**src/rtl/instr_fetch_queue.sv**
```systemverilog
`default_nettype none
// ---------------------------------------------------------------------------
// instr_fetch_queue : circular {pc, instr} buffer between fetch and decode
// Rev 1.0 : initial release
// ---------------------------------------------------------------------------
module instr_fetch_queue #(
  parameter int DEPTH       = 2,
  parameter int ADDR_WIDTH  = 64,
  parameter int INSTR_WIDTH = 32
) (
  input  logic                       i_clk,
  input  logic                       i_rstn,
  input  logic                       i_instr_valid,
  input  logic [INSTR_WIDTH-1:0]     i_instr,
  input  logic [ADDR_WIDTH-1:0]      i_pc,
  output logic                       o_instr_ready,
  input  logic                       i_stall,
  input  logic                       i_flush,
  output logic                       o_valid,
  output logic [INSTR_WIDTH-1:0]     o_instr,
  output logic [ADDR_WIDTH-1:0]      o_pc,
  output logic [6:0]                 o_op,
  output logic [2:0]                 o_func3,
  output logic                       o_func7_5,
  output logic [$clog2(DEPTH):0]     o_count
);

  localparam int                     c_PTR_W = $clog2(DEPTH);
  localparam int                     c_CNT_W = c_PTR_W + 1;
  localparam logic [c_CNT_W-1:0]     c_FULL  = c_CNT_W'(DEPTH);
  localparam logic [INSTR_WIDTH-1:0] c_NOP   = INSTR_WIDTH'(32'h0000_0013);

  logic [INSTR_WIDTH-1:0] r_instr_mem [DEPTH];
  logic [ADDR_WIDTH-1:0]  r_pc_mem    [DEPTH];
  logic [c_PTR_W-1:0]     r_wr_ptr;
  logic [c_PTR_W-1:0]     r_rd_ptr;
  logic [c_CNT_W-1:0]     r_count;

  logic w_push;
  logic w_pop;
  logic w_ready;
  logic w_valid;

  // Ready looks only at registered occupancy and flush, keeping i_stall off this path.
  assign w_ready = (r_count != c_FULL) && !i_flush;
  assign w_valid = (r_count != '0);
  assign w_push  = i_instr_valid && w_ready;
  assign w_pop   = w_valid && !i_stall;

  always_ff @(posedge i_clk) begin
    if (!i_rstn) begin
      r_wr_ptr <= '0;
      r_rd_ptr <= '0;
      r_count  <= '0;
    end else if (i_flush) begin
      r_wr_ptr <= '0;
      r_rd_ptr <= '0;
      r_count  <= '0;
    end else begin
      if (w_push) r_wr_ptr <= r_wr_ptr + c_PTR_W'(1);
      if (w_pop)  r_rd_ptr <= r_rd_ptr + c_PTR_W'(1);
      if (w_push && !w_pop)      r_count <= r_count + c_CNT_W'(1);
      else if (w_pop && !w_push) r_count <= r_count - c_CNT_W'(1);
    end
  end

  // Storage is never reset; only pointers and occupancy define what is live.
  always_ff @(posedge i_clk) begin
    if (w_push) begin
      r_instr_mem[r_wr_ptr] <= i_instr;
      r_pc_mem[r_wr_ptr]    <= i_pc;
    end
  end

  assign o_instr_ready = w_ready;
  assign o_valid       = w_valid;
  assign o_count       = r_count;
  assign o_instr       = w_valid ? r_instr_mem[r_rd_ptr] : c_NOP;
  assign o_pc          = w_valid ? r_pc_mem[r_rd_ptr]    : '0;
  assign o_op          = o_instr[6:0];
  assign o_func3       = o_instr[14:12];
  assign o_func7_5     = o_instr[30];

endmodule
`default_nettype wire

```
**config.mk**
```make
export PLATFORM = sky130hd
export DESIGN_NAME = instr_fetch_queue
export DESIGN_NICKNAME = d
export VERILOG_FILES = /design/src/rtl/instr_fetch_queue.sv
export SDC_FILE = /design/constraint.sdc
export NUM_CORES = 1
export LEC_CHECK = 0
export ABC_AREA = 1
export CAP_MARGIN = 10
export CORE_ASPECT_RATIO = 0.6
export CORE_UTILIZATION = 43
export DETAILED_ROUTE_END_ITERATION = 8
export PLACE_DENSITY = 0.88
export SKIP_CTS_REPAIR_TIMING = 1
export SKIP_LAST_GASP = 1
export SYNTH_ARGS = -nofsm -noshare
export SYNTH_HDL_FRONTEND = slang
export SYNTH_SLANG_ARGS = --single-unit
```
**constraint.sdc**
```tcl
create_clock -name i_clk -period 6.7 [get_ports i_clk]
set_input_delay 1.675 -clock i_clk [delete_from_list [all_inputs] [get_ports i_clk]]
set_output_delay 1.675 -clock i_clk [all_outputs]
set_load 0.02 [all_outputs]
```
== After elaboration in Yosys (flattened, before gate mapping) ==
Memory sizes are Yosys's and may differ from the RTL's. A register that Yosys moved wholly into a read port is not among the register bits.
Cells that the tools add are included.
Word-level totals
  bits in registers: 4
  RAM bits: 192
  input bits: 101
  output and inout port bits: 111
  word-level logic and storage cells: 33
  memories kept: 2
Memory list
  r_pc_mem: depth 2, bits a word 64, read ports 1, clocked after Yosys merged registers in 1, wr ports 1, line 34  | logic [ADDR_WIDTH-1:0] r_pc_mem [DEPTH];
  r_instr_mem: depth 2, bits a word 32, read ports 1, clocked after Yosys merged registers in 1, wr ports 1, line 33  | logic [INSTR_WIDTH-1:0] r_instr_mem [DEPTH];
Operators by class
  add/subtract/negate cells: 4
  equality and inequality tests: 1
  multiplexer cells: 10
  bitwise operators: 1
  reduce and logical (&&, ||, !) cells: 12
Operators by type and width (number)
  $mux 64: 1
  $mux 32: 1
  $mux 1: 6
  $logic_and 1x1->1: 5
  $logic_not 1->1: 4
  $mux 2: 2
  $reduce_bool 2->1: 2
  $add 1x1->1 const B: 2
  $add 2x1->2 const B: 1
  $ne 2x2->1 const B: 1
  $reduce_or 2->1: 1
  $sub 2x1->2 const B: 1
  $not 1->1: 1

== Depth between registers and ports, before layout ==
Gate-level depths: netlist (run 1).
  depth after elaboration: 7
  mapped depth: 11
  mapped depth without buffers: 11

== Least setup slack after synthesis (run 1) ==
No wires, ideal clock.
  path kind: input -> register
  start point: input i_flush
  end point: memory r_instr_mem[0][0] (enable)
  arrival: 5.864 ns
  data required time: 6.148 ns
  slack: 0.285 ns
  stages on the path: 3
  path buffers: 0
  path through: inv_1 nand3_1 nor2_1
Between the ends
  cells in the longest elaborated chain, start to end: 5
RTL lines
  from (decl): line 18  | input logic i_flush,
  $logic_not 1->1: line 45  | assign w_ready = (r_count != c_FULL) && !i_flush;
  $logic_and 1x1->1: line 45
  $logic_and 1x1->1: line 47  | assign w_push = i_instr_valid && w_ready;
  $mux 1: line 69  | if (w_push) begin
  $mux 1 (implied by the code): line 70  | r_instr_mem[r_wr_ptr] <= i_instr;
  to (decl): line 33
Every way passes these cells.

== Worst setup path in the final report (run 1) ==
  start point: input i_flush
  end point: output o_instr_ready
Between the ends
  cells in the longest elaborated chain, start to end: 2
RTL lines
  $logic_not 1->1: line 45
  $logic_and 1x1->1: line 45
  to (decl): line 16  | output logic o_instr_ready,
Every way passes these cells.

==> metrics.md, run 1 <==
| Metric | Value |
|---|---|
| Die Area | `0.0183 mm^2` |
| PD cells | `approximately 260 mW/mm^2` |
| Clk buf depth | `2` |
| Worst-Margin Slew | `1060 ps` |
| Ratio of cells with drive above 1 in the final layout | `under 10%` |
| Core ar. | `0.0173 mm^2` |
| DRC viols | `0` |
| I/O pin total | `about 210` |
| CP Class | `input port to primary output` |
| Critical path arrival | `2840 ps` |
| Via count | `4,920` |
| Final WL | `16.7 mm` |
| Initial antenna violation count | `1` |
| Overall Power | `2.76 mW` |
| WL per Instance | `around 17 um` |
| # rows | `37` |
| Yosys warnings | `0` |
| DR iter-0 viols | `320` |
| Global Route Usage Sum | `18.3%` |
| First-pass GRT wire length | `25.5 mm` |
| Syn Inst Count | `567` |
| Slew headroom | `~29%` |
| Hpwl dp | `about 10 mm` |
| Pleak | `around 3.6 nW` |
| Inserted Clock Buffers | `17` |
| TritonCTS clock tree | `built` |
| Cell Area, Synth | `0.00765 mm^2` |
| IO Port Bufs | `around 210` |
| CTS root buffer | `clkbuf_16` |
| Slew Viols, Final | `0` |
| Hold WC Path Type | `flop to flop` |
| VDD IR-drop max | `~140 uV` |
| Largest net degree at the start of global routing | `97` |
| Final ANT Viol Nets | `0` |
| Max FO, Critical Path | `2` |
| Syn Area/Cell | `13.5 um^2` |
| Clock Skews | `9.66 ps` |
| Fmax | `between 0.2 and 0.25 GHz` |
| Vias in the first global route | `4,841` |
| # setup viols final | `0` |
| Seq/Total Area, Yosys | `about three quarters` |
| Post-Syn Nets | `669` |
| Synth-to-layout area growth | `36.1%` |
| Global route overflow | `0` |
| Worst Setup End Kind | `primary output` |
| Hold Vio Cnt, Final | `0` |
| CP Launch Type | `input port` |
| Fin crit period | `4520 ps` |
| DR vias/cell | `a little under 5` |
| Drt first pass iters | `5` |
| Distinct cells, synth | `15` |
| Die height | `105 um` |
| CTS H-Tree Depth | `4` |
| Period utilisation layout | `between 60 and 70%` |
| RSZ-0062 raised after global routing | `false` |
| Die W | `~170 um` |
| Layout Nets | `approximately 860` |
| #FFs+latches synth | `just under 200` |
| Status | `completed` |
| Max Cap Viol | `0` |
| Clk_lat worst skew | `420 ps` |
| Clk slew on worst S/H paths | `70 ps` |
| Clock sink count | `197` |
| Post-Route Setup TNS | `0 ps` |
| Starting density of the core | `44.3%` |
| Final Wtd Congestion | `0.734` |
| CP required | `5030 ps` |
==> cell usage in the layout, fill, tap and decap left out, types with 4 or more instances in the layout <==
master / instances
clkdlybuf4s50_1: 211
nand3_1: 5
buf_4: 4
a21oi_2: 20
edfxtp_1: 192
nor2_1: 6
a21oi_1: 75
dfxtp_1: 4
inv_8: 4
clkbuf_16: 17
nand2_1: 204
inv_1: 11
==> sequential cells by signal, summed over array words and instances (netlist names), named ones only <==
register	flops
r_wr_ptr	1
r_instr_mem	64
r_rd_ptr	1
r_pc_mem	128
o_count	2
==> cell type report <==
cell class,count,area [um^2]
clock inverter,13,186
tap,234,293
inverter,13,53.8
clock buffer,19,433
multi-input combinational,315,1410
sequential,197,5870
timing repair buffer,216,2160
antenna,1,2.50
fill,1270,6860
==> cell usage after synthesis <==
library cell / instances / area share (%)
edfxtp_1: 192 / 75
ha_1: 1 / 0.16
a21oi_2: 20 / 2.3
nor2_1: 7 / 0.34
a21oi_1: 75 / 4.9
nor2_2: 1 / 0.082
buf_4: 15 / 1.5
inv_4: 1 / 0.082
nand3_1: 5 / 0.33
dfxtp_1: 5 / 1.3
buf_6: 14 / 2.1
inv_1: 12 / 0.59
nand2_1: 204 / 10
nand4_1: 2 / 0.16
buf_2: 13 / 0.85
==> kinds of logic after synthesis <==
kind of cell / count (synthesis) / share of synthesized area [%]
adder cells (fa/ha/maj): 1 / 0.164
buffers and inverters: 55 / 5.05
AO/OA/AOI/OAI: 95 / 7.20
flip-flops: 197 / 76.7
AND/OR/NAND/NOR: 219 / 10.9
==> per-layer routing <==
metal / GRT usage [%] / vias to the layer above / wire length [um]
met4: 5.83 / 0 / 141
met3: 6.31 / 11 / 1370
met2: 29.0 / 173 / 7880
met5: 0 / - / 0
li1: - / 2358 / -
met1: 23.6 / 2378 / 7270
==> final timing paths <==
check / from / end / slack (ps) / cells after the start
hold / removal: r_rd_ptr / r_rd_ptr / 510 / 2
hold reg to reg: r_rd_ptr / r_rd_ptr / 510 / 2
setup / recovery: i_flush / o_instr_ready / 2180 / 3
setup reg to reg: o_count[0] / r_pc_mem[1][31] / 4280 / 5
==> power breakdown <==
group	leakage [nW]	switching [mW]	internal, mW
registers	1.80	0.0113	1.39
logic	1.47	0.154	0.136
clock network	0.300	0.460	0.604
==> critical path, stage by stage <==
cell             delay (ps)
clkdlybuf4s50_1         430
a21oi_1                 120
clkdlybuf4s50_1         620
==> stage by stage <==
step | setup WS (ps) | utilization [%] | cell area [um^2] | hold WS, ps | std cells
CTS | 2170 | 60.3 | 10400 | 510 | 1007
global route | 2040 | 60.3 | 10400 | 542 | 1008
global placement | 2190 | 56.7 | 9790 | 478 | 975
floorplan | 285 | - | 7650 | 467 | 567
detailed placement | 2170 | 56.7 | 9790 | 493 | 975
finish | 2180 | 60.3 | 10400 | 506 | 1008
No activity file was read; power rests on OpenSTA's default activity.
==> inputs of run 2 (changes only) <==
Clock period 6.7 ns to 3.65 ns, I/O delays scaled along.
==> metrics.md, run 2 (synthesized netlist as in run 1, its figures left out) <==
| Metric | Value |
|---|---|
| Status | `completed (unchanged)` |
| Post-Route Setup TNS | `0 ps (unchanged)` |
| Die Area | `0.0183 mm^2 (unchanged)` |
| Die W | `174 um (unchanged)` |
| Clk slew on worst S/H paths | `70 ps (about the same)` |
| CP required | `2740 ps (was 5030 ps)` |
| CP Launch Type | `flop (was input port)` |
| Worst-path cell chain | `nor2_4 -> buf_4 -> inv_1 -> nand3_1 -> clkdlybuf4s50_1 (was clkdlybuf4s50_1 -> a21oi_1 -> clkdlybuf4s50_1)` |
| Pre-CTS WS | `677 ps (was 2170 ps)` |
| Reg with most FFs | `r_pc_mem (unchanged)` |
| Clock sink count | `197 (unchanged)` |
| WL per Instance | `15.9 um (was 16.5 um)` |
| Hpwl dp | `10.3 mm (was 10.5 mm)` |
| Max reg flops | `128 (unchanged)` |
| Fmax | `around 0.31 GHz` |
| Fin crit period | `3190 ps` |
| CTS root buffer | `clkbuf_16 (unchanged)` |
| Final ANT Viol Nets | `0 (unchanged)` |
| Most common cell after layout, fill and taps aside | `clkdlybuf4s50_1 (unchanged)` |
| Global Route Usage Sum | `17.8% (was 18.3%)` |
| Initial antenna violation count | `0 (was 1)` |
| CTS H-Tree Depth | `4 (unchanged)` |
| CP top delay family | `buffers and inverters (unchanged)` |
| TritonCTS clock tree | `built (unchanged)` |
| First-pass GRT wire length | `24.9 mm (was 25.5 mm)` |
| Via count | `4,932 (was 4,920)` |
| Pleak | `3.60 nW (was 3.58 nW)` |
| Inserted Clock Buffers | `17 (unchanged)` |
| Worst Setup End Kind | `primary output (unchanged)` |
| DR iter-0 viols | `326 (was 320)` |
| Worst-Margin Slew | `718 ps (was 1060 ps)` |
| VDD IR-drop max | `266 uV (was 141 uV)` |
| # rows | `37 (unchanged)` |
| Fillcell total | `1,285 (was 1,270)` |
| Hold Vio Cnt, Final | `0 (unchanged)` |
| Largest stage delay, worst path | `640 ps (was 620 ps)` |
| CP Class | `flop to primary output (was input port to primary output)` |
| GRT busiest layer | `met2 (unchanged)` |
| Global Route met1 Usage | `21.7% (was 23.6%)` |
| RSZ-0062 raised after global routing | `false (unchanged)` |
| Post-route setup slack | `463 ps (was 2180 ps)` |
| Clock Skews | `9.52 ps (was 9.66 ps)` |
| Global routing usage on met3 | `5.59% (was 6.31%)` |
| Largest net degree at the start of global routing | `97 (unchanged)` |
| Max FO, Critical Path | `28 (was 2)` |
| Most frequent cells in the layout | `clkdlybuf4s50_1, nand2_1, edfxtp_1 (unchanged)` |
| DRC viols | `0 (unchanged)` |
| Synth-to-layout area growth | `36.6% (was 36.1%)` |
| Drt first pass iters | `4 (was 5)` |
| Slew Viols, Final | `0 (unchanged)` |
| Number of diodes | `0 (was 1)` |
| Period utilisation layout | `about 87%` |
| Layout Nets | `867 (was 862)` |
| I/O pin total | `212 (unchanged)` |
| Hold WC Path Type | `flop to flop (unchanged)` |
| Grt met2 use | `29.7% (was 29.0%)` |
| Critical path arrival | `2270 ps (was 2840 ps)` |
| Starting density of the core | `44.3% (unchanged)` |
| Buf/Inv on CP | `3 (was 2)` |
| Core ar. | `0.0173 mm^2 (unchanged)` |
| PD cells | `473 mW/mm^2 (was 265 mW/mm^2)` |
| Slew headroom | `52.1% (was 29.3%)` |
| Die height | `105 um (unchanged)` |
| Max Cap Viol | `0 (unchanged)` |
| Final WL | `16.0 mm (was 16.7 mm)` |
| # setup viols final | `0 (unchanged)` |
| Global route overflow | `0 (unchanged)` |
| IO Port Bufs | `211 (unchanged)` |
| Hold_ws | `506 ps (about the same)` |
| Ratio of cells with drive above 1 in the final layout | `8.35% (was 7.76%)` |
| Final Wtd Congestion | `0.758 (was 0.734)` |
| Vias in the first global route | `5,054 (was 4,841)` |
| Slowest library cell on the worst path | `clkdlybuf4s50_1 (unchanged)` |
| Clk_lat worst skew | `420 ps (about the same)` |
| Clk buf depth | `2 (unchanged)` |
| DR vias/cell | `4.87 (was 4.88)` |
run 2: changes by cell type in the layout (fill, tap and decap cells not counted), moves of 2 or more:
cell       previous run  this run
buf_12                1         4
buf_4                 4         6
bufinv_16             3         1
clkinv_8              0         2
inv_6                 3         5
run 2: final cells by class:
class                   count  area, um^2  share of cell area, %
multi-input cells         315        1410                   13.5
clock buffers              19         433                   4.14
clock inverters            13         158                   1.51
inverters                  13        53.8                  0.515
repair buffers            221        2240                   21.4
well taps                 234         293                   2.80
flip-flops and latches    197        5870                   56.1
run 2: path summary, 6_finish.rpt:
check | from | end | slack [ps] | cells after the start
max reg2reg | o_count[0] | r_pc_mem[0][1] | 1720 | 5
min reg2reg | r_rd_ptr | r_rd_ptr | 510 | 2
max | o_count[1] | o_op[0] | 460 | 5
min | r_rd_ptr | r_rd_ptr | 510 | 2
run 2: routing by layer:
layer / share of wire [%] / up-vias / wire length [um]
met1: 42 / 2371 / 6800
met4: 0.93 / 0 / 150
met5: 0 / - / 0
met3: 7.8 / 15 / 1250
li1: - / 2369 / -
met2: 49 / 177 / 7850
run 2: metrics by stage:
stage	power, mW	util [%]	cell area (um^2)	instances
3_5_place_dp	3.16	57.1	9860	980
4_1_cts	5.00	60.5	10500	1012
6_report	4.95	60.5	10500	1012
3_3_place_gp	3.14	57.1	9860	980
5_1_grt	5.12	60.5	10500	1012
2_1_floorplan	2.88	-	7660	567
run 2: power breakdown:
group | switching, mW | internal (mW)
Sequential | 0.0180 | 2.55
Clock | 0.856 | 0.982
Combinational | 0.282 | 0.254
run 2: tightest hold or removal path: cells and delay by family (launching register included):
| kind | cells | cell delay (ps) |
|---|---|---|
| DFF | 1 | 330 |
| and+or+nand+nor | 2 | 150 |
